==> config.mk <==
export PLATFORM = sky130hd
export DESIGN_NAME = pmem_loader
export DESIGN_NICKNAME = d
export VERILOG_FILES = /design/src/rtl/pmem_pkg.sv /design/src/rtl/pmem_loader.sv
export SDC_FILE = /design/constraint.sdc
export NUM_CORES = 1
export LEC_CHECK = 0
export CAP_MARGIN = 20
export CORE_ASPECT_RATIO = 1.25
export CORE_MARGIN = 2
export CORE_UTILIZATION = 40
export CTS_CLUSTER_DIAMETER = 80
export DETAILED_ROUTE_END_ITERATION = 16
export PLACE_DENSITY_LB_ADDON = 0.08
export SYNTH_ARGS = -nofsm -noshare
export SYNTH_HDL_FRONTEND = slang
export SYNTH_SLANG_ARGS = --single-unit
==> constraint.sdc <==
create_clock -name i_clk -period 2.05 [get_ports i_clk]
set_clock_uncertainty 0.2 [all_clocks]
set_input_delay 0.5125 -clock i_clk [delete_from_list [all_inputs] [get_ports i_clk]]
set_output_delay 0.5125 -clock i_clk [all_outputs]
set_load 0.005 [all_outputs]
==> src/rtl/pmem_pkg.sv <==
// Shared constants and state encoding for the program memory loader.
package pmem_pkg;

  localparam int PMEM_ADDR_W  = 8;
  localparam int PMEM_INSTR_W = 12;

  // Upper nibble of the HI byte is reserved for the default 12-bit instruction.
  localparam logic [7:0] HI_RSVD_MASK = 8'hF0;

  typedef enum logic [2:0] {
    ST_IDLE = 3'd0,
    ST_HI   = 3'd1,
    ST_LO   = 3'd2,
    ST_CSUM = 3'd3,
    ST_DONE = 3'd4
  } pmem_state_e;

endpackage

==> src/rtl/pmem_loader.sv <==
// Program memory load master: packs HI/LO byte pairs into instructions, writes sequential addresses.
// Latency: o_Len pulses 1 cycle after the LO byte is accepted; optional trailing checksum via PMEM_LOADER_CSUM_EN.
// Backpressure: o_Byte_Ready is high only in byte-consuming states; stalls on i_Byte_Valid are harmless.
module pmem_loader
  import pmem_pkg::*;
#(
  parameter int ADDR_W  = PMEM_ADDR_W,
  parameter int INSTR_W = PMEM_INSTR_W
) (
  input  logic               i_clk,
  input  logic               i_rst,
  input  logic               i_Start,
  input  logic [ADDR_W-1:0]  i_Start_Addr,
  input  logic [ADDR_W-1:0]  i_Count,
  input  logic [7:0]         i_Byte,
  input  logic               i_Byte_Valid,
  output logic               o_Byte_Ready,
  output logic               o_Len,
  output logic [ADDR_W-1:0]  o_L_Addr,
  output logic [INSTR_W-1:0] o_L_Instr,
  output logic               o_Hold,
  output logic               o_Done,
  output logic               o_Err
);

  localparam int HI_W = INSTR_W - 8;

  // Reserved bits above the instruction's high field; empty when INSTR_W is 16.
  localparam logic [15:0] RSVD_WIDE = 16'h00FF << HI_W;
  localparam logic [7:0]  RSVD_MASK = (INSTR_W == PMEM_INSTR_W) ? HI_RSVD_MASK : RSVD_WIDE[7:0];

  localparam logic [ADDR_W:0]   FULL_CNT = {1'b1, {ADDR_W{1'b0}}};
  localparam logic [ADDR_W:0]   REM_ONE  = {{ADDR_W{1'b0}}, 1'b1};
  localparam logic [ADDR_W-1:0] ADDR_ONE = {{(ADDR_W-1){1'b0}}, 1'b1};

  pmem_state_e        state_q, state_d;
  logic [ADDR_W-1:0]  addr_q, addr_d;
  logic [ADDR_W:0]    rem_q, rem_d;
  logic [HI_W-1:0]    instr_hi_q, instr_hi_d;
  logic               len_q, len_d;
  logic [ADDR_W-1:0]  l_addr_q, l_addr_d;
  logic [INSTR_W-1:0] l_instr_q, l_instr_d;
  logic               hold_q, hold_d;
  logic               done_q, done_d;
  logic               err_q, err_d;
  logic               byte_rdy;
`ifdef PMEM_LOADER_CSUM_EN
  logic [7:0]         sum_q, sum_d;
`endif

  always_ff @(posedge i_clk) begin
    if (i_rst) begin
      state_q    <= ST_IDLE;
      addr_q     <= '0;
      rem_q      <= '0;
      instr_hi_q <= '0;
      len_q      <= 1'b0;
      l_addr_q   <= '0;
      l_instr_q  <= '0;
      hold_q     <= 1'b0;
      done_q     <= 1'b0;
      err_q      <= 1'b0;
`ifdef PMEM_LOADER_CSUM_EN
      sum_q      <= '0;
`endif
    end else begin
      state_q    <= state_d;
      addr_q     <= addr_d;
      rem_q      <= rem_d;
      instr_hi_q <= instr_hi_d;
      len_q      <= len_d;
      l_addr_q   <= l_addr_d;
      l_instr_q  <= l_instr_d;
      hold_q     <= hold_d;
      done_q     <= done_d;
      err_q      <= err_d;
`ifdef PMEM_LOADER_CSUM_EN
      sum_q      <= sum_d;
`endif
    end
  end

  always_comb begin
    state_d    = state_q;
    addr_d     = addr_q;
    rem_d      = rem_q;
    instr_hi_d = instr_hi_q;
    len_d      = 1'b0;
    l_addr_d   = l_addr_q;
    l_instr_d  = l_instr_q;
    hold_d     = hold_q;
    done_d     = 1'b0;
    err_d      = err_q;
    byte_rdy   = 1'b0;
`ifdef PMEM_LOADER_CSUM_EN
    sum_d      = sum_q;
`endif

    case (state_q)
      ST_IDLE: begin
        if (i_Start) begin
          addr_d  = i_Start_Addr;
          rem_d   = (i_Count == '0) ? FULL_CNT : {1'b0, i_Count};
          err_d   = 1'b0;
          hold_d  = 1'b1;
          state_d = ST_HI;
`ifdef PMEM_LOADER_CSUM_EN
          sum_d   = '0;
`endif
        end
      end

      ST_HI: begin
        byte_rdy = 1'b1;
        if (i_Byte_Valid) begin
          if ((i_Byte & RSVD_MASK) != 8'h00) begin
            err_d   = 1'b1;
            hold_d  = 1'b0;
            state_d = ST_IDLE;
          end else begin
            instr_hi_d = i_Byte[HI_W-1:0];
            state_d    = ST_LO;
`ifdef PMEM_LOADER_CSUM_EN
            sum_d      = sum_q + i_Byte;
`endif
          end
        end
      end

      ST_LO: begin
        byte_rdy = 1'b1;
        if (i_Byte_Valid) begin
          len_d     = 1'b1;
          l_addr_d  = addr_q;
          l_instr_d = {instr_hi_q, i_Byte};
          addr_d    = addr_q + ADDR_ONE;
          rem_d     = rem_q - REM_ONE;
`ifdef PMEM_LOADER_CSUM_EN
          sum_d     = sum_q + i_Byte;
`endif
          if (rem_q == REM_ONE) begin
`ifdef PMEM_LOADER_CSUM_EN
            state_d = ST_CSUM;
`else
            state_d = ST_DONE;
`endif
          end else begin
            state_d = ST_HI;
          end
        end
      end

`ifdef PMEM_LOADER_CSUM_EN
      ST_CSUM: begin
        byte_rdy = 1'b1;
        if (i_Byte_Valid) begin
          if (i_Byte == sum_q) begin
            state_d = ST_DONE;
          end else begin
            err_d   = 1'b1;
            hold_d  = 1'b0;
            state_d = ST_IDLE;
          end
        end
      end
`endif

      ST_DONE: begin
        // Hold stays up through the last write pulse and drops with o_Done.
        done_d  = 1'b1;
        hold_d  = 1'b0;
        state_d = ST_IDLE;
      end

      default: begin
        hold_d  = 1'b0;
        state_d = ST_IDLE;
      end
    endcase
  end

  assign o_Byte_Ready = byte_rdy;
  assign o_Len        = len_q;
  assign o_L_Addr     = l_addr_q;
  assign o_L_Instr    = l_instr_q;
  assign o_Hold       = hold_q;
  assign o_Done       = done_q;
  assign o_Err        = err_q;

endmodule
==> results of run 1 <==
[through the flow]
stage / setup slack [ps] / hold WS (ps) / area (sq um) / util
3_3_place_gp: -226 / 238 / 2970 / 0.550
4_1_cts: 48.7 / 262 / 3070 / 0.567
2_1_floorplan: 128 / 232 / 2220 / -
5_1_grt: 22.5 / 274 / 3070 / 0.569
3_5_place_dp: -262 / 249 / 2970 / 0.550
6_report: 71.4 / 259 / 3070 / 0.569
[cell type report]
class | count | area [sq um]
Inverter | 9 | 33.8
Clock buffer | 5 | 68.8
Tap cell | 64 | 80.1
Sequential cell | 48 | 962
Timing Repair Buffer | 76 | 749
Clock inverter | 3 | 23.8
Fill cell | 543 | 2330
Multi-Input combinational cell | 203 | 1150
[tightest hold or removal path, delay by kind of cell (launching register included)]
kind | cells | cell delay [ps]
flops | 1 | 320
simple gates | 1 | 50
compound gates | 1 | 50
[metal layers]
metal / wire [microns] / up-vias / share of wire
met1: 2260 / 984 / 0.44
met4: 57 / 0 / 0.011
met3: 240 / 6 / 0.046
met5: 0 / - / 0
li1: - / 1114 / -
met2: 2610 / 48 / 0.50
[layout by cell type (no fill, tap or decap), types with 4 or more instances in the layout]
cell             synthesis  final
clkdlybuf4s50_1          0     51
nand2_1                 50     50
dfxtp_1                 48     47
a21oi_1                 40     40
nor2_1                  20     20
buf_4                    0     20
o21ai_0                 14     14
inv_1                    9      9
nor3_1                   7      7
a211oi_1                 6      6
o32ai_1                  5      5
clkbuf_8                 0      5
nor4_1                   4      4
mux2i_1                  4      4
nor3b_1                  5      4
buf_12                   0      4
[state kept, by name, summed over array words and instances, names as in the netlist]
name and cells:
state_q 3, o_Err 1, addr_q 8, o_L_Instr 12
o_Len 1, o_L_Addr 8, instr_hi_q 4, o_Hold 1
rem_q 9, o_Done 1
[power groups by stage]
stage                     logic (uW)  clock network [uW]  registers, uW
after floorplan                  128                   0           1010
after global placement           261                   0           1010
after detailed placement         263                   0           1010
after CTS                        264                 591            989
after global routing             293                 623            996
final                            263                 567            990
[logic make-up after synthesis]
| logic type | count (synthesis) | synth area share |
|---|---|---|
| AO/OA/AOI/OAI | 77 | 0.207 |
| XOR/XNOR | 1 | 0.00394 |
| adder cells (fa/ha/maj) | 3 | 0.0169 |
| buffers and inverters | 29 | 0.0512 |
| flip-flops | 48 | 0.432 |
| multiplexers | 5 | 0.0231 |
| AND/OR/NAND/NOR | 117 | 0.266 |
[worst max-delay path by stage]
stage / to / slack [ps]
floorplan: rem_q[5] / 130
global route: rem_q[5] / 20
detailed placement: rem_q[4] / -260
finish: rem_q[5] / 70
global placement: addr_q[3] / -230
CTS: rem_q[4] / 50
[repair_timing]
action / in CTS / in global routing
pin swaps: 0 / 0
hold buffers: 0 / 0
setup endpoints to repair: 1 / 11
resized for setup: 2 / 2
==> impl_metrics.yaml, run 1 <==
outcome:
  outcome: "finished clean"
setup_path:
  critPathKind: "register to register"
  path_delay_family: "simple AND/OR/NAND/NOR gates"
  worst_ep_arrival_time_ps: 1960
  critPathMaxFanout: 4
  slowest_stage: "or4_4"
  cp.depth: 4
  slowest_delay_ps: 570
  required_ps: 2030
  reg2reg_depth: 4
  worstPathCellList: "or4_4 -> or4_2 -> o21ai_0 -> a2111oi_0"
  start_kind: "register"
  cp-end-kind: "register"
  crit-reg2reg-launch: "rem_q[0]"
  cp-startpoint: "rem_q[0]"
  reg2reg_to: "rem_q[5]"
  rrSetupSlack_ps: 70
  crit_buf_inv: 0
global_route:
  grt.busiest_layer: "met2"
  grt_util_met2: 0.311
  antenna_found_initial: 0
  gr-total-overflow: 0
  track_usage: 0.178
  grt_pass1_vias: 1988
  grt_use_met3: 0.0382
  grt_util_met1: 0.222
  grt_pass1_wl_microns: 8980
  grt_max_degree: 37
clock_tree:
  cts.sinks: 48
  clock_latency_ps: 300
  cts_setup_buffers: 0
  clk_path_buf_depth: 2
  htreeDepth: 2
  cts_tree: "yes"
  cts-root-buf: "clkbuf_8"
  clk_pin_slew_ps: 90
  cts_buffers: 5
route:
  vias: 2152
  drtIter0Drc: 101
  drc_errors: 0
  final_antenna_net_count: 0
  avgRoutedWirePerCell_microns: 12.7
  totalWireLength_microns: 5170
  vias_per_cell: 5.27
  firstDrtPassIters: 4
power:
  p_sw_frac: 0.259
  power_density_nw_per_um2: 592
  power_uw: 1820
  power_frac_comb: 0.145
  p_clk_frac: 0.312
  peakVddDrop_mv: 0.336
  p_leak_uw: 0.00113
  switchingPower_uw: 472
  p_int_uw: 1350
  sequentialPowerShare: 0.544
yosys:
  yosysSeqAreaShare: 0.432
  synth_area_leaders: "dfxtp_1 (43%), a21oi_1 (9.0%), nand2_1 (8.4%), nor2_1 (3.4%), o21ai_0 (3.2%)"
  yosysWarningCount: 0
  synth-edff-count: 0
  syn_inst: 280
  synth_commonest_cells: "nand2_1 (50), dfxtp_1 (48), a21oi_1 (40)"
  netlist_area_sq_um: 2220
  synthArstFlopShare: 0
  synth.net_count: 311
  synth-seq-cells: 48
  synth_ff_type: "dfxtp_1"
  yosysMostFrequentCell: "nand2_1"
  yosysUniqueCellTypes: 42
  synth_top_area_frac: 0.432
  syn_area_per_cell_sq_um: 7.94
  yosys.area.top_type: "dfxtp_1"
die:
  row_count: 30
  dieWidth_microns: 70.7
  start_util: 0.411
  core_sq_um: 5410
  die_area_sq_um: 6170
  die_h_microns: 87.4
  io_pins: 53
min_path:
  whs_endpoint: "o_L_Instr[3]"
  min_delay_path_depth: 2
  min_from: "o_L_Instr[3]"
  worstHoldPathType: "register to register"
layout:
  antennaDiodeCount: 0
  nNetsFinal: 374
  finalNonFillerCells: 408
  area_growth_pct: 38.2
  drive_gt1_frac: 0.119
timing:
  min_period_over_period: 0.965
  tns_ps: 0
  rsz0062_at_grt: "false"
  max_slew_margin: 0.637
  hold_violations: 0
  fin_crit_ps: 1980
  setup_viol: 0
  finalMaxSlewViolations: 0
  fmaxAchievable_mhz: 505
  tightest_slew_ps: 540
run:
  drv_cap: 0
place:
  dp_cells: 400
  hpwlAfterDp_microns: 3740
  port_buffers: 52
  place.gp.congestion: 0.908
Power figures use the tool's default switching activity.
==> run 2: changes to the inputs <==
--- a/config.mk
+++ b/config.mk
@@ -9,9 +9,11 @@
 export CORE_ASPECT_RATIO = 1.25
 export CORE_MARGIN = 2
 export CORE_UTILIZATION = 40
+export CTS_BUF_LIST = sky130_fd_sc_hd__clkbuf_4 sky130_fd_sc_hd__clkbuf_8 sky130_fd_sc_hd__clkbuf_16
 export CTS_CLUSTER_DIAMETER = 80
 export DETAILED_ROUTE_END_ITERATION = 16
 export PLACE_DENSITY_LB_ADDON = 0.08
+export REMOVE_ABC_BUFFERS = 1
 export SYNTH_ARGS = -nofsm -noshare
 export SYNTH_HDL_FRONTEND = slang
 export SYNTH_SLANG_ARGS = --single-unit
==> impl_metrics.yaml, run 2 (synthesis results as in run 1) <==
layout:
  finalNonFillerCells: 409
  nNetsFinal: 375
  antennaDiodeCount: 0
  seq_area_sq_um: 961
  largest_register_ffs: 12
  area_growth_pct: 38.3
  drive_gt1_frac: 0.119
  final_cell_mix: "nand2_1 (50), clkdlybuf4s50_1 (50), dfxtp_1 (48)"
  multi_input_area_sq_um: 1160
  postLayoutCellArea_sq_um: 3070
  num-fill-cells: 543
setup_path:
  path_delay_family: "simple AND/OR/NAND/NOR gates"
  critPathKind: "register to register"
  critPathMaxFanout: 4
  worst_ep_arrival_time_ps: 1990
  crit_buf_inv: 0
  slowest_delay_ps: 570
  crit_top_cell: "or4_4"
  slowest_stage: "or4_4"
  worstPathCellList: "or4_4 -> or4_4 -> o31a_1 -> o32ai_1"
  start_kind: "register"
  cp-end-kind: "register"
  required_ps: 2070
timing:
  hold_violations: 0
  fin_crit_ps: 1970
  max_slew_margin: 0.658
  tns_ps: 0
  rsz0062_at_grt: "false"
  fmaxAchievable_mhz: 508
  min_period_over_period: 0.961
  finalMaxSlewViolations: 0
  hold_ws_ps: 255
  tightest_slew_ps: 509
  setup_viol: 0
route:
  drc_errors: 0
  drtIter0Drc: 106
  vias: 2148
  firstDrtPassIters: 4
  vias_per_cell: 5.25
  final_antenna_net_count: 0
  totalWireLength_microns: 5210
  avgRoutedWirePerCell_microns: 12.7
place:
  hpwlAfterDp_microns: 3760
  postPlaceCellArea_sq_um: 2950
  dp_cells: 401
  port_buffers: 52
  place.gp.congestion: 0.788
power:
  p_int_uw: 1470
  p_sw_frac: 0.249
  switchingPower_uw: 488
  power_density_nw_per_um2: 637
  p_leak_uw: 0.00114
  sequentialPowerShare: 0.506
  power_frac_comb: 0.132
  p_clk_frac: 0.362
  peakVddDrop_mv: 0.481
clock_tree:
  hold_buffers: 0
  cts_buffers: 5
  clock_latency_ps: 300
  cts.sinks: 48
  cts_tree: "yes"
  ctsResizeCount: 1
  clk_pin_slew_ps: 100
  cts_setup_buffers: 0
  htreeDepth: 2
  cts-root-buf: "clkbuf_8"
  clk_path_buf_depth: 2
min_path:
  worstHoldPathType: "register to register"
die:
  dieWidth_microns: 70.7
  io_pins: 53
  core_sq_um: 5410
  start_util: 0.411
  row_count: 30
  die_h_microns: 87.4
  die_area_sq_um: 6170
global_route:
  grt_util_met2: 0.291
  grt_util_met1: 0.228
  grt_pass1_vias: 1887
  grt_max_degree: 37
  antenna_found_initial: 0
  gr-total-overflow: 0
  grt_pass1_wl_microns: 8810
  grt_use_met3: 0.0394
  grt.busiest_layer: "met2"
  track_usage: 0.175
run:
  drv_cap: 0
outcome:
  outcome: "finished clean"
[run 2: changes by cell type in the layout (fill, tap and decap cells not counted), sizes merged]
cell           previous run  this run
buf                      24        26
clkinvlp                  2         0
bufinv                    0         1
clkdlybuf4s50            51        50
clkinv                    1         2
[run 2: path summary, 6_finish.rpt]
path                              startpoint  slack, ps  depth (start not counted)      endpoint
worst max-delay path                rem_q[0]         80                          4      rem_q[7]
worst min register to register  o_L_Instr[9]        250                          2  o_L_Instr[9]
worst max register to register      rem_q[0]         80                          4      rem_q[7]
worst min-delay path            o_L_Instr[9]        250                          2  o_L_Instr[9]
[run 2: per-layer routing]
| metal | wire length (microns) | vias up |
|---|---|---|
| met4 | 58 | 0 |
| met5 | 0 | - |
| met1 | 2410 | 977 |
| met2 | 2510 | 49 |
| li1 | - | 1116 |
| met3 | 237 | 6 |
[run 2: worst register-to-register path, stage by stage (launching register included)]
cell     delay (ps)
dfxtp_1         330
or4_4           570
or4_4           440
o31a_1          250
o32ai_1         110
[run 2: layout make-up]
type / instances / share of cell area
clock buffer: 5 / 0.0224
clock inverter: 3 / 0.0155
inverter: 9 / 0.0110
multi-input combinational: 203 / 0.376
sequential: 48 / 0.313
tap: 64 / 0.0260
timing repair buffer: 77 / 0.236
[run 2: power by group through the flow]
stage	sequential (uW)	combinational, uW	clock (uW)
6_report	990	259	709
5_1_grt	994	288	757
4_1_cts	989	259	726
3_5_place_dp	1010	259	0
3_3_place_gp	1010	257	0
2_1_floorplan	1010	110	0
[run 2: per-stage QoR]
stage / util / setup slack [ps] / total power (uW)
3_5_place_dp: 0.546 / -235 / 1270
2_1_floorplan: - / -319 / 1120
3_3_place_gp: 0.546 / -175 / 1270
5_1_grt: 0.569 / 18.7 / 2040
6_report: 0.569 / 80.7 / 1960
4_1_cts: 0.567 / 68.3 / 1980
